`src/rtl/tracking_scoreboard_pkg.sv`:
```
// Shared types and width helpers for the tracking scoreboard.
// Widths are derived here so the top, sub-module and interface stay consistent.
package tracking_pkg;

    typedef enum logic [1:0] {
        IDLE  = 2'd0,
        TRACK = 2'd1,
        DONE  = 2'd2
    } state_t;

    // Stage index width, wide enough to also encode "retired" (== nstages).
    function automatic int ts_width(input int nstages);
        return $clog2(nstages) + 1;
    endfunction

    function automatic int cnt_width(input int depth);
        return $clog2(depth + 1);
    endfunction

endpackage

```
`src/rtl/tracking_scoreboard_if.sv`:
```
// Handshake/observation bundle between a FIFO chain environment and the scoreboard.
// The environment drives the master side; the scoreboard is the slave.
interface tracking_scoreboard_if #(
    parameter int WIDTH   = 8,
    parameter int NSTAGES = 2,
    parameter int TSW     = tracking_pkg::ts_width(NSTAGES)
) ();

    logic               start;
    logic               push;
    logic [NSTAGES-1:0] pop;
    logic [WIDTH-1:0]   data_in;
    logic [WIDTH-1:0]   data_out;
    logic [NSTAGES-1:0] stage_empty;
    logic [NSTAGES-1:0] stage_full;
    logic [TSW-1:0]     tracked_stage;
    logic               busy;
    logic               prop_signal;
    logic               err_overflow;
    logic               err_underflow;

    modport master (
        output start, push, pop, data_in, data_out,
        input  stage_empty, stage_full, tracked_stage, busy,
               prop_signal, err_overflow, err_underflow
    );

    modport slave (
        input  start, push, pop, data_in, data_out,
        output stage_empty, stage_full, tracked_stage, busy,
               prop_signal, err_overflow, err_underflow
    );

endinterface

```
`src/rtl/tracking_scoreboard_stage.sv`:
```
// One FIFO stage modelled as an occupancy counter; illegal pushes/pops are dropped and flagged.
// A pop only takes effect when the downstream stage has room (i_dn_space), so occupancy never wraps.
module stage_occupancy #(
    parameter int DEPTH = 4,
    parameter int CNTW  = tracking_pkg::cnt_width(DEPTH)
) (
    input  logic            clk,
    input  logic            rst,
    input  logic            i_in_req,
    input  logic            i_pop_req,
    input  logic            i_dn_space,
    output logic [CNTW-1:0] o_occ,
    output logic            o_empty,
    output logic            o_full,
    output logic            o_space,
    output logic            o_epop,
    output logic            o_ovf,
    output logic            o_udf
);

    logic [CNTW-1:0] r_occ;
    logic            w_accept;

    assign o_occ    = r_occ;
    assign o_empty  = (r_occ == '0);
    assign o_full   = (r_occ == CNTW'(DEPTH));
    assign o_epop   = i_pop_req && !o_empty && i_dn_space;
    // A full stage still has room this cycle if its head leaves at the same time.
    assign o_space  = !o_full || o_epop;
    assign w_accept = i_in_req && o_space;
    assign o_ovf    = i_in_req && !o_space;
    assign o_udf    = i_pop_req && o_empty;

    always_ff @(posedge clk or negedge rst) begin
        if (!rst) begin
            r_occ <= '0;
        end else begin
            case ({w_accept, o_epop})
                2'b10:   r_occ <= r_occ + CNTW'(1);
                2'b01:   r_occ <= r_occ - CNTW'(1);
                default: r_occ <= r_occ;
            endcase
        end
    end

endmodule

```
`src/rtl/tracking_scoreboard.sv`:
```
// End-to-end checker for an NSTAGES chain of DEPTH-deep FIFOs: follows one tagged word to the exit.
// prop_signal drops combinationally in the retiring cycle if the word leaving differs from the tag.
module tracking_scoreboard
    import tracking_pkg::*;
#(
    parameter int WIDTH   = 8,
    parameter int DEPTH   = 4,
    parameter int NSTAGES = 2
) (
    input  logic                  clk,
    input  logic                  rst,
    tracking_scoreboard_if.slave  bus
);

    localparam int CNTW = cnt_width(DEPTH);
    localparam int TSW  = ts_width(NSTAGES);

    logic [NSTAGES-1:0][CNTW-1:0] w_occ;
    logic [NSTAGES-1:0]           w_empty;
    logic [NSTAGES-1:0]           w_full;
    logic [NSTAGES-1:0]           w_epop;
    logic [NSTAGES-1:0]           w_ovf;
    logic [NSTAGES-1:0]           w_udf;
    logic [NSTAGES-1:0]           w_in_req;
    logic [NSTAGES:0]             w_space;

    state_t           r_state, w_nxt_state;
    logic [WIDTH-1:0] r_tag, w_nxt_tag;
    logic [TSW-1:0]   r_ts, w_nxt_ts;
    logic [CNTW-1:0]  r_ahead, w_nxt_ahead;
    logic             r_err_ovf, r_err_udf;

    logic             w_cur_epop;
    logic             w_at_last;
    logic [CNTW-1:0]  w_next_ahead;
    logic             w_push_ok;

    // The last stage retires to data_out, which always has room.
    assign w_space[NSTAGES] = 1'b1;

    for (genvar i = 0; i < NSTAGES; i++) begin : g_stage
        if (i == 0) begin : g_head
            assign w_in_req[i] = bus.push;
        end else begin : g_chain
            assign w_in_req[i] = bus.pop[i-1] && !w_empty[i-1];
        end

        stage_occupancy #(
            .DEPTH (DEPTH),
            .CNTW  (CNTW)
        ) u_stage (
            .clk        (clk),
            .rst        (rst),
            .i_in_req   (w_in_req[i]),
            .i_pop_req  (bus.pop[i]),
            .i_dn_space (w_space[i+1]),
            .o_occ      (w_occ[i]),
            .o_empty    (w_empty[i]),
            .o_full     (w_full[i]),
            .o_space    (w_space[i]),
            .o_epop     (w_epop[i]),
            .o_ovf      (w_ovf[i]),
            .o_udf      (w_udf[i])
        );
    end

    assign w_push_ok = bus.push && w_space[0];
    assign w_at_last = (r_ts == TSW'(NSTAGES - 1));

    // Select the current stage's pop and the occupancy of the stage the tag would move into.
    always_comb begin
        w_cur_epop   = 1'b0;
        w_next_ahead = '0;
        for (int s = 0; s < NSTAGES; s++) begin
            if (r_ts == TSW'(s)) begin
                w_cur_epop = w_epop[s];
            end
            if (s > 0 && r_ts == TSW'(s - 1)) begin
                w_next_ahead = w_occ[s] - CNTW'(w_epop[s]);
            end
        end
    end

    always_comb begin
        w_nxt_state = r_state;
        w_nxt_tag   = r_tag;
        w_nxt_ts    = r_ts;
        w_nxt_ahead = r_ahead;
        case (r_state)
            IDLE: begin
                if (bus.start && w_push_ok) begin
                    w_nxt_state = TRACK;
                    w_nxt_tag   = bus.data_in;
                    w_nxt_ts    = '0;
                    w_nxt_ahead = w_occ[0] - CNTW'(w_epop[0]);
                end
            end
            TRACK: begin
                if (w_cur_epop) begin
                    if (r_ahead != '0) begin
                        w_nxt_ahead = r_ahead - CNTW'(1);
                    end else if (!w_at_last) begin
                        w_nxt_ts    = r_ts + TSW'(1);
                        w_nxt_ahead = w_next_ahead;
                    end else begin
                        w_nxt_state = DONE;
                        w_nxt_ts    = TSW'(NSTAGES);
                    end
                end
            end
            DONE: begin
                w_nxt_state = DONE;
            end
            default: begin
                w_nxt_state = IDLE;
            end
        endcase
    end

    always_ff @(posedge clk or negedge rst) begin
        if (!rst) begin
            r_state   <= IDLE;
            r_tag     <= '0;
            r_ts      <= '0;
            r_ahead   <= '0;
            r_err_ovf <= 1'b0;
            r_err_udf <= 1'b0;
        end else begin
            r_state   <= w_nxt_state;
            r_tag     <= w_nxt_tag;
            r_ts      <= w_nxt_ts;
            r_ahead   <= w_nxt_ahead;
            r_err_ovf <= r_err_ovf | (|w_ovf);
            r_err_udf <= r_err_udf | (|w_udf);
        end
    end

    assign bus.stage_empty   = w_empty;
    assign bus.stage_full    = w_full;
    assign bus.tracked_stage = r_ts;
    assign bus.busy          = (r_state == TRACK);
    assign bus.err_overflow  = r_err_ovf;
    assign bus.err_underflow = r_err_udf;
    assign bus.prop_signal   = !((r_state == TRACK) && w_at_last && (r_ahead == '0) &&
                                 w_epop[NSTAGES-1] && (bus.data_out != r_tag));

endmodule
```
`src/flat_wrapper.sv`:
```
// flat-port wrapper written by rule: the top's interface ports become plain ports
module tracking_scoreboard_flat import tracking_pkg::*;
#(
    parameter int WIDTH   = 8,
    parameter int DEPTH   = 4,
    parameter int NSTAGES = 2
)
  (clk, rst, bus_start, bus_push, bus_pop, bus_data_in, bus_data_out, bus_stage_empty, bus_stage_full, bus_tracked_stage, bus_busy, bus_prop_signal, bus_err_overflow, bus_err_underflow);
  tracking_scoreboard_if #(.WIDTH(WIDTH), .NSTAGES(NSTAGES)) bus_i ();
  input  logic clk;
  input  logic rst;
  input wire logic [$bits(bus_i.start)-1:0] bus_start;
  input wire logic [$bits(bus_i.push)-1:0] bus_push;
  input wire logic [$bits(bus_i.pop)-1:0] bus_pop;
  input wire logic [$bits(bus_i.data_in)-1:0] bus_data_in;
  input wire logic [$bits(bus_i.data_out)-1:0] bus_data_out;
  output wire logic [$bits(bus_i.stage_empty)-1:0] bus_stage_empty;
  output wire logic [$bits(bus_i.stage_full)-1:0] bus_stage_full;
  output wire logic [$bits(bus_i.tracked_stage)-1:0] bus_tracked_stage;
  output wire logic [$bits(bus_i.busy)-1:0] bus_busy;
  output wire logic [$bits(bus_i.prop_signal)-1:0] bus_prop_signal;
  output wire logic [$bits(bus_i.err_overflow)-1:0] bus_err_overflow;
  output wire logic [$bits(bus_i.err_underflow)-1:0] bus_err_underflow;
  assign bus_i.start = bus_start;
  assign bus_i.push = bus_push;
  assign bus_i.pop = bus_pop;
  assign bus_i.data_in = bus_data_in;
  assign bus_i.data_out = bus_data_out;
  assign bus_stage_empty = bus_i.stage_empty;
  assign bus_stage_full = bus_i.stage_full;
  assign bus_tracked_stage = bus_i.tracked_stage;
  assign bus_busy = bus_i.busy;
  assign bus_prop_signal = bus_i.prop_signal;
  assign bus_err_overflow = bus_i.err_overflow;
  assign bus_err_underflow = bus_i.err_underflow;
  tracking_scoreboard #(.WIDTH(WIDTH), .DEPTH(DEPTH), .NSTAGES(NSTAGES)) u_core (.clk(clk), .rst(rst), .bus(bus_i));
endmodule
```
`config.mk`:
```
export PLATFORM = sky130hd
export DESIGN_NAME = tracking_scoreboard_flat
export DESIGN_NICKNAME = d
export VERILOG_FILES = /design/src/rtl/tracking_scoreboard_pkg.sv /design/src/rtl/tracking_scoreboard_if.sv /design/src/rtl/tracking_scoreboard_stage.sv /design/src/rtl/tracking_scoreboard.sv /design/src/flat_wrapper.sv
export SDC_FILE = /design/constraint.sdc
export NUM_CORES = 1
export LEC_CHECK = 0
export ABC_CLOCK_PERIOD_IN_PS = 3800
export BUFFER_PORTS_ARGS = -buffer_cell sky130_fd_sc_hd__clkbuf_2
export CAP_MARGIN = 40
export CORE_UTILIZATION = 50
export DETAILED_ROUTE_END_ITERATION = 8
export PLACE_DENSITY = 0.82
export SYNTH_ARGS = -nofsm -noshare
export SYNTH_HDL_FRONTEND = slang
export SYNTH_SLANG_ARGS = --single-unit
```
`constraint.sdc`:
```
create_clock -name clk -period 3.8 [get_ports clk]
set_input_delay 0.38 -clock clk [delete_from_list [all_inputs] [get_ports clk]]
set_output_delay 0.38 -clock clk [all_outputs]
set_load 0.02 [all_outputs]
```
* Yosys cells after proc, flatten, opt, wreduce, memory -nomap -nowiden
Cells that the tools add are included.
** Word-level totals
- Bits in latches :: 0
- RAM bits :: 0
- Input port bits :: 22
- Register bits after elaboration :: 23
- Memories kept :: 0
- Memory bits (read-only) :: 0
** Operators by class
- Div/mod/pow operators :: 0
- Bitwise operators :: 2
- Add/subtract/negate cells :: 8
- Equal/unequal tests :: 15
- $mul :: 0
- Reductions and logical operators :: 37
- Shift-type cells :: 0
- $lt $le $gt $ge :: 0
- Muxes and demuxes :: 20
** Operator list (count)
- one-hot mux 3 bit (2 select lines) :: 3
- two-way mux 2 bit :: 8
- two-way mux 3 bit :: 5
- logical AND 1 bit :: 13
- AND reduction 4 bit :: 3
- zero test 3 bit :: 3
- subtractor 3 x 1 -> 3 bit (second input constant) :: 3
- equality test 2 x 1 -> 1 bit (second input constant) :: 4
- != test 8 bit :: 1
- zero test 1 bit :: 7
- adder 3 x 1 -> 3 bit (second input constant) :: 2
- equality test 2 bit (second input constant) :: 3
- equality test 3 bit (second input constant) :: 2
- != test 2 x 1 -> 1 bit (second input constant) :: 3
- one-hot mux 2 bit (3 select lines) :: 1
- nonzero test 2 bit :: 3
- subtractor 3 x 1 -> 3 bit :: 2
- zero test 2 bit :: 2
- one-hot mux 2 bit (2 select lines) :: 1
- OR reduction 2 bit :: 2
- != test 3 bit (second input constant) :: 1
- nonzero test 3 bit :: 1
- adder 2 x 1 -> 2 bit (second input constant) :: 1
- logical OR 1 bit :: 2
- other kinds (4) :: 6

* Depth between registers and ports, before layout
- Depth after elaboration :: 10
- Mapped depth :: 9
- Mapped depth without buffers :: 8

* Modules after synthesis
A second synthesis with hierarchy kept.
** Second synthesis, totals
- Cell total of the unflattened synthesis :: 167
- Area total of the unflattened synthesis :: 1677.9 um^2
** By module, submodules not included
- tracking_scoreboard :: seq. area each 425.4 um^2, area each 1119.8 um^2, cells an instance 103, instances 1
- stage_occupancy :: seq. area each 75.1 um^2, area each 279.0 um^2, cells an instance 32, instances 2

* Worst setup path before layout
Ideal clock, no wire load.
- Kind :: reg-to-reg
- Start point :: reg u_core.g_stage[0].u_stage.r_occ[0]
- End point :: reg u_core.g_stage[1].u_stage.r_occ[2]
- Data required time :: 3.677 ns
- Setup slack :: 1.610 ns
- Path buffers :: 1
- Stages on the path, launching flop included :: 10
- Data arrival time :: 2.067 ns
- Path through :: dfrtp_1 buf_2 nor3_1 nor2b_1 nor2_1 inv_1 fa_1 nor4_1 a21oi_1 xnor2_1
** Between the ends
- Word-level cells in the longest chain between the ends :: 6
** RTL lines
- start, declared :: line tracking_scoreboard_stage.sv:21 : logic [CNTW-1:0] r_occ;
- start signal, assigned :: line tracking_scoreboard_stage.sv:39 : 2'b10: r_occ <= r_occ + CNTW'(1);
- start signal, assigned :: line tracking_scoreboard_stage.sv:40 : 2'b01: r_occ <= r_occ - CNTW'(1);
- start signal, assigned :: line tracking_scoreboard_stage.sv:41 : default: r_occ <= r_occ;
- zero test 3 bit * :: line tracking_scoreboard_stage.sv:25 : assign o_empty = (r_occ == '0);
- via u_core.g_stage[0].u_stage.o_empty :: line tracking_scoreboard_stage.sv:13 : output logic o_empty,
- zero test 1 bit * :: line tracking_scoreboard.sv:45 : assign w_in_req[i] = bus.pop[i-1] && !w_empty[i-1];
- logical AND 1 bit * :: line tracking_scoreboard.sv:45
- logical AND 1 bit * :: line tracking_scoreboard_stage.sv:30 : assign w_accept = i_in_req && o_space;
- equality test 2 x 1 -> 1 bit or equality test 2 bit (tied branches) :: line tracking_scoreboard_stage.sv:38 : case ({w_accept, o_epop})
- one-hot mux 3 bit (2 select lines) or nonzero test 2 bit (tied branches)
- end signal, assigned :: line tracking_scoreboard_stage.sv:39
- end signal, assigned :: line tracking_scoreboard_stage.sv:40
- end signal, assigned :: line tracking_scoreboard_stage.sv:41
- end, declared :: line tracking_scoreboard_stage.sv:21
The timed path passes the listed nets; every way through them passes the cells marked *.
A chain may end at the register's enable or synchronous reset.

* Worst setup path in the final report
- Start point :: reg u_core.g_stage[0].u_stage.r_occ[0]
- End point :: reg u_core.g_stage[1].u_stage.r_occ[2]
** Between the ends
- Word-level cells in the longest chain between the ends :: 6
** RTL lines (line)
- zero test 3 bit * :: tracking_scoreboard_stage.sv:25
- zero test 1 bit * :: tracking_scoreboard.sv:45
- logical AND 1 bit * :: tracking_scoreboard.sv:45
- logical AND 1 bit * :: tracking_scoreboard_stage.sv:30
- equality test 2 x 1 -> 1 bit or equality test 2 bit (tied branches) :: tracking_scoreboard_stage.sv:38
- one-hot mux 3 bit (2 select lines) or nonzero test 2 bit (tied branches)
Mark *: on every way between the ends. The rest lies on a longest branch, timed or not.

==> out/qor.csv <==
stage;metric;value;unit
floorplan;core_area;0.00303;mm2
global_routing;grt_pass1_wl;5480;um
synth;synthTopCellsByArea;dfrtp_1 (36%), ha_1 (7.1%), mux2_2 (5.7%), xnor2_1 (5.5%), inv_1 (3.6%);
power_and_ir_drop;p_sw_frac;0.452;
clock_network;htreeDepth;1;
worst_setup_path;end_kind;register;
synth;synth_seq_area_share;0.363;
worst_setup_path;critPathKind;register to register;
synth;synth_top_area_share;0.363;
sta;maxSlewHeadroom;0.600;
place;hpwl;2600;um
floorplan;io_pins;32;
floorplan;fp.dieW;58.3;um
clock_network;clockRootBuffer;clkbuf_4;
clock_network;max-clock-path-buffers;2;
worst_setup_path;cp.required;4000;ps
global_routing;grt_max_degree;24;
place;gp_congestion;0.837;
detailed_routing;vias;1246;
synth;synth-seq-cells;23;
detailed_routing;totalWireLength;3280;um
finish;fin_cells;227;
worst_setup_path;cp-startpoint;u_core.g_stage[0].u_stage.o_occ[0];
outcome;violations;design-rule violations;
global_routing;grtUsageTotal;0.209;
detailed_routing;firstDrtPassIters;6;
clock_network;numCtsBuffers;3;
place;placedCellCount;223;
synth;synth_nets;191;
floorplan;start_util;0.523;
run;maxCapViolations;0;
sta;rsz0062_at_grt;no;
power_and_ir_drop;p_per_area;786;mW/mm2
sta;post-route-min-period;2530;ps
finish;num_antenna_cells;0;
sta;fin_skew;10.4;ps
synth;yosys_most_used_dff;dfrtp_1;
clock_network;cts_hold_buffers;0;
outcome;status;finished with violations;
clock_network;cts_tree;yes;
synth;synth_cell_type_count;49;
finish;drive_above_1_share;0.279;
power_and_ir_drop;p_sw;0.625;mW
global_routing;antenna_found_initial;0;
synth;async_flop_share;1.00;
worst_setup_path;cp-start-kind;register;
finish;area_growth;11.2;%
detailed_routing;drt_iter0_drc;67;
clock_network;cts.sinks;23;
synth;syn-mean-instance-area;10.0;um2
synth;synth_edf_count;0;
floorplan;fp.dieH;58.3;um
floorplan;die-area;0.00340;mm2
place;port_buffers;31;
worst_hold_path;worstHoldPathType;input pin to asynchronous set/reset pin;
finish;nNetsFinal;217;
worst_setup_path;arrival;2730;ps
clock_network;clk_latency;310;ps
finish;fillers;283;
clock_network;post_cts_resized;0;
global_routing;overflow;0;
clock_network;cts_setup_buffers;0;
power_and_ir_drop;peakVddDrop;0.000352;V
synth;syn_inst;158;
clock_network;clk_pin_slew_worst_paths;140;ps
sta;slew_viol_final;0;
sta;min_period_over_period;0.666;
power_and_ir_drop;p_leak;0.814;nW
floorplan;rows;20;
worst_setup_path;r2r-start;u_core.g_stage[0].u_stage.o_occ[0];
power_and_ir_drop;intPower;0.759;mW
sta;setup_tns;0;ps
worst_setup_path;critPathMaxFanout;11;
detailed_routing;drc;1;
synth;syn_area;0.00158;mm2
detailed_routing;viasPerCell;5.49;
sta;hold_viol;0;
power_and_ir_drop;seq_power_share;0.350;
power_and_ir_drop;clockPowerShare;0.085;
sta;tightest_slew;600;ps
detailed_routing;postRouteAntennaNets;0;
detailed_routing;wire_per_inst;14.5;um
sta;setup_viol;0;
synth;yosysTopAreaCell;dfrtp_1;
synth;synth_warnings;0;
power_and_ir_drop;p_comb_frac;0.565;
global_routing;grt_pass1_vias;1219;
sta;fmax;0.395;GHz
## sequential cells by signal (all words and copies together) (netlist names)
name,cells
u_core.bus.err_overflow,1
u_core.bus.tracked_stage,2
u_core.g_stage.u_stage.o_occ,6
u_core.r_state,2
u_core.r_tag,8
u_core.r_ahead,3
u_core.bus.err_underflow,1
## kinds of logic after synthesis
logic type | synth area share
and+or+nand+nor | 0.159
AOI/OAI and AO/OA | 0.149
buffers and inverters | 0.0727
DFF | 0.363
xor gates and xnor gates | 0.0774
muxes | 0.0829
adders and majority gates | 0.0964
## cell usage in the layout, fill, tap and decap left out, types with 6 or more instances in the layout
cell / n
mux2_2: 8
ha_1: 9
nor2_1: 10
clkbuf_2: 31
inv_1: 15
xnor2_1: 10
nand3_1: 6
dfrtp_1: 23
## layer usage
| metal | part of all wire | up-vias | global-route usage |
|---|---|---|---|
| li1 | - | 609 | - |
| met1 | 0.45 | 597 | 0.273 |
| met2 | 0.51 | 40 | 0.381 |
| met3 | 0.044 | 0 | 0.0290 |
| met4 | 0 | 0 | 0.0204 |
| met5 | 0 | - | 0 |
## worst paths after layout
| kind | end | slack [ps] | cells past startpoint |
|---|---|---|---|
| max reg2reg | u_core.g_stage[1].u_stage.o_occ[2] | 1270 | 8 |
| max in group asynchronous | u_core.g_stage[1].u_stage.o_occ[1] | 3360 | 1 |
| min | u_core.r_state[0] | 40 | 1 |
| max | u_core.g_stage[1].u_stage.o_occ[2] | 1270 | 8 |
| min in group clk | u_core.r_tag[5] | 290 | 2 |
| min reg2reg | u_core.bus.err_underflow | 520 | 1 |
## Yosys cell counts (3+ instances only)
master	number
xor2_1	4
o21ai_0	4
buf_2	5
xnor2_1	10
dfrtp_1	23
buf_4	4
nand3_1	6
nand2_1	3
nor3_1	4
ha_1	9
a21oi_1	4
nor4_1	3
o211ai_1	3
mux2i_1	3
inv_1	15
nor2_1	10
mux2_2	8
## power by group through the flow
stage / combinational, mW / clock [mW] / sequential (mW)
floorplan: 0.682 / 0 / 0.429
global placement: 0.738 / 0 / 0.475
detailed placement: 0.781 / 0 / 0.491
CTS: 0.788 / 0.120 / 0.484
global route: 0.878 / 0.128 / 0.500
finish: 0.783 / 0.118 / 0.484
## metrics by stage
stage,power [mW],hold slack [ps],instance area (um2),util,setup WS [ps]
5_1_grt,1.51,88.8,1760,0.582,1050
3_3_place_gp,1.21,407,1740,0.573,1410
3_5_place_dp,1.27,415,1740,0.573,1310
4_1_cts,1.39,66.3,1760,0.582,1260
2_1_floorplan,1.11,84.4,1580,-,1610
6_report,1.38,40.1,1760,0.582,1270
## worst max-delay path: stages (launching register included)
cell and delay, ps:
dfrtp_1 550, nor3_1 500, nor2b_1 120, nor2_1 180, inv_1 100, fa_1 460, nor4_1 300, a21oi_1 90
xnor2_1 130
## area by class of cell
| type | instances | area (um2) | area share |
|---|---|---|---|
| multi-input combinational | 110 | 893 | 0.507 |
| sequential | 23 | 576 | 0.327 |
| timing repair buffer | 31 | 155 | 0.0881 |
| inverter | 15 | 56.3 | 0.0320 |
| tap | 44 | 55.1 | 0.0312 |
| clock buffer | 4 | 26.3 | 0.0149 |
Power figures use the tool's default switching activity.
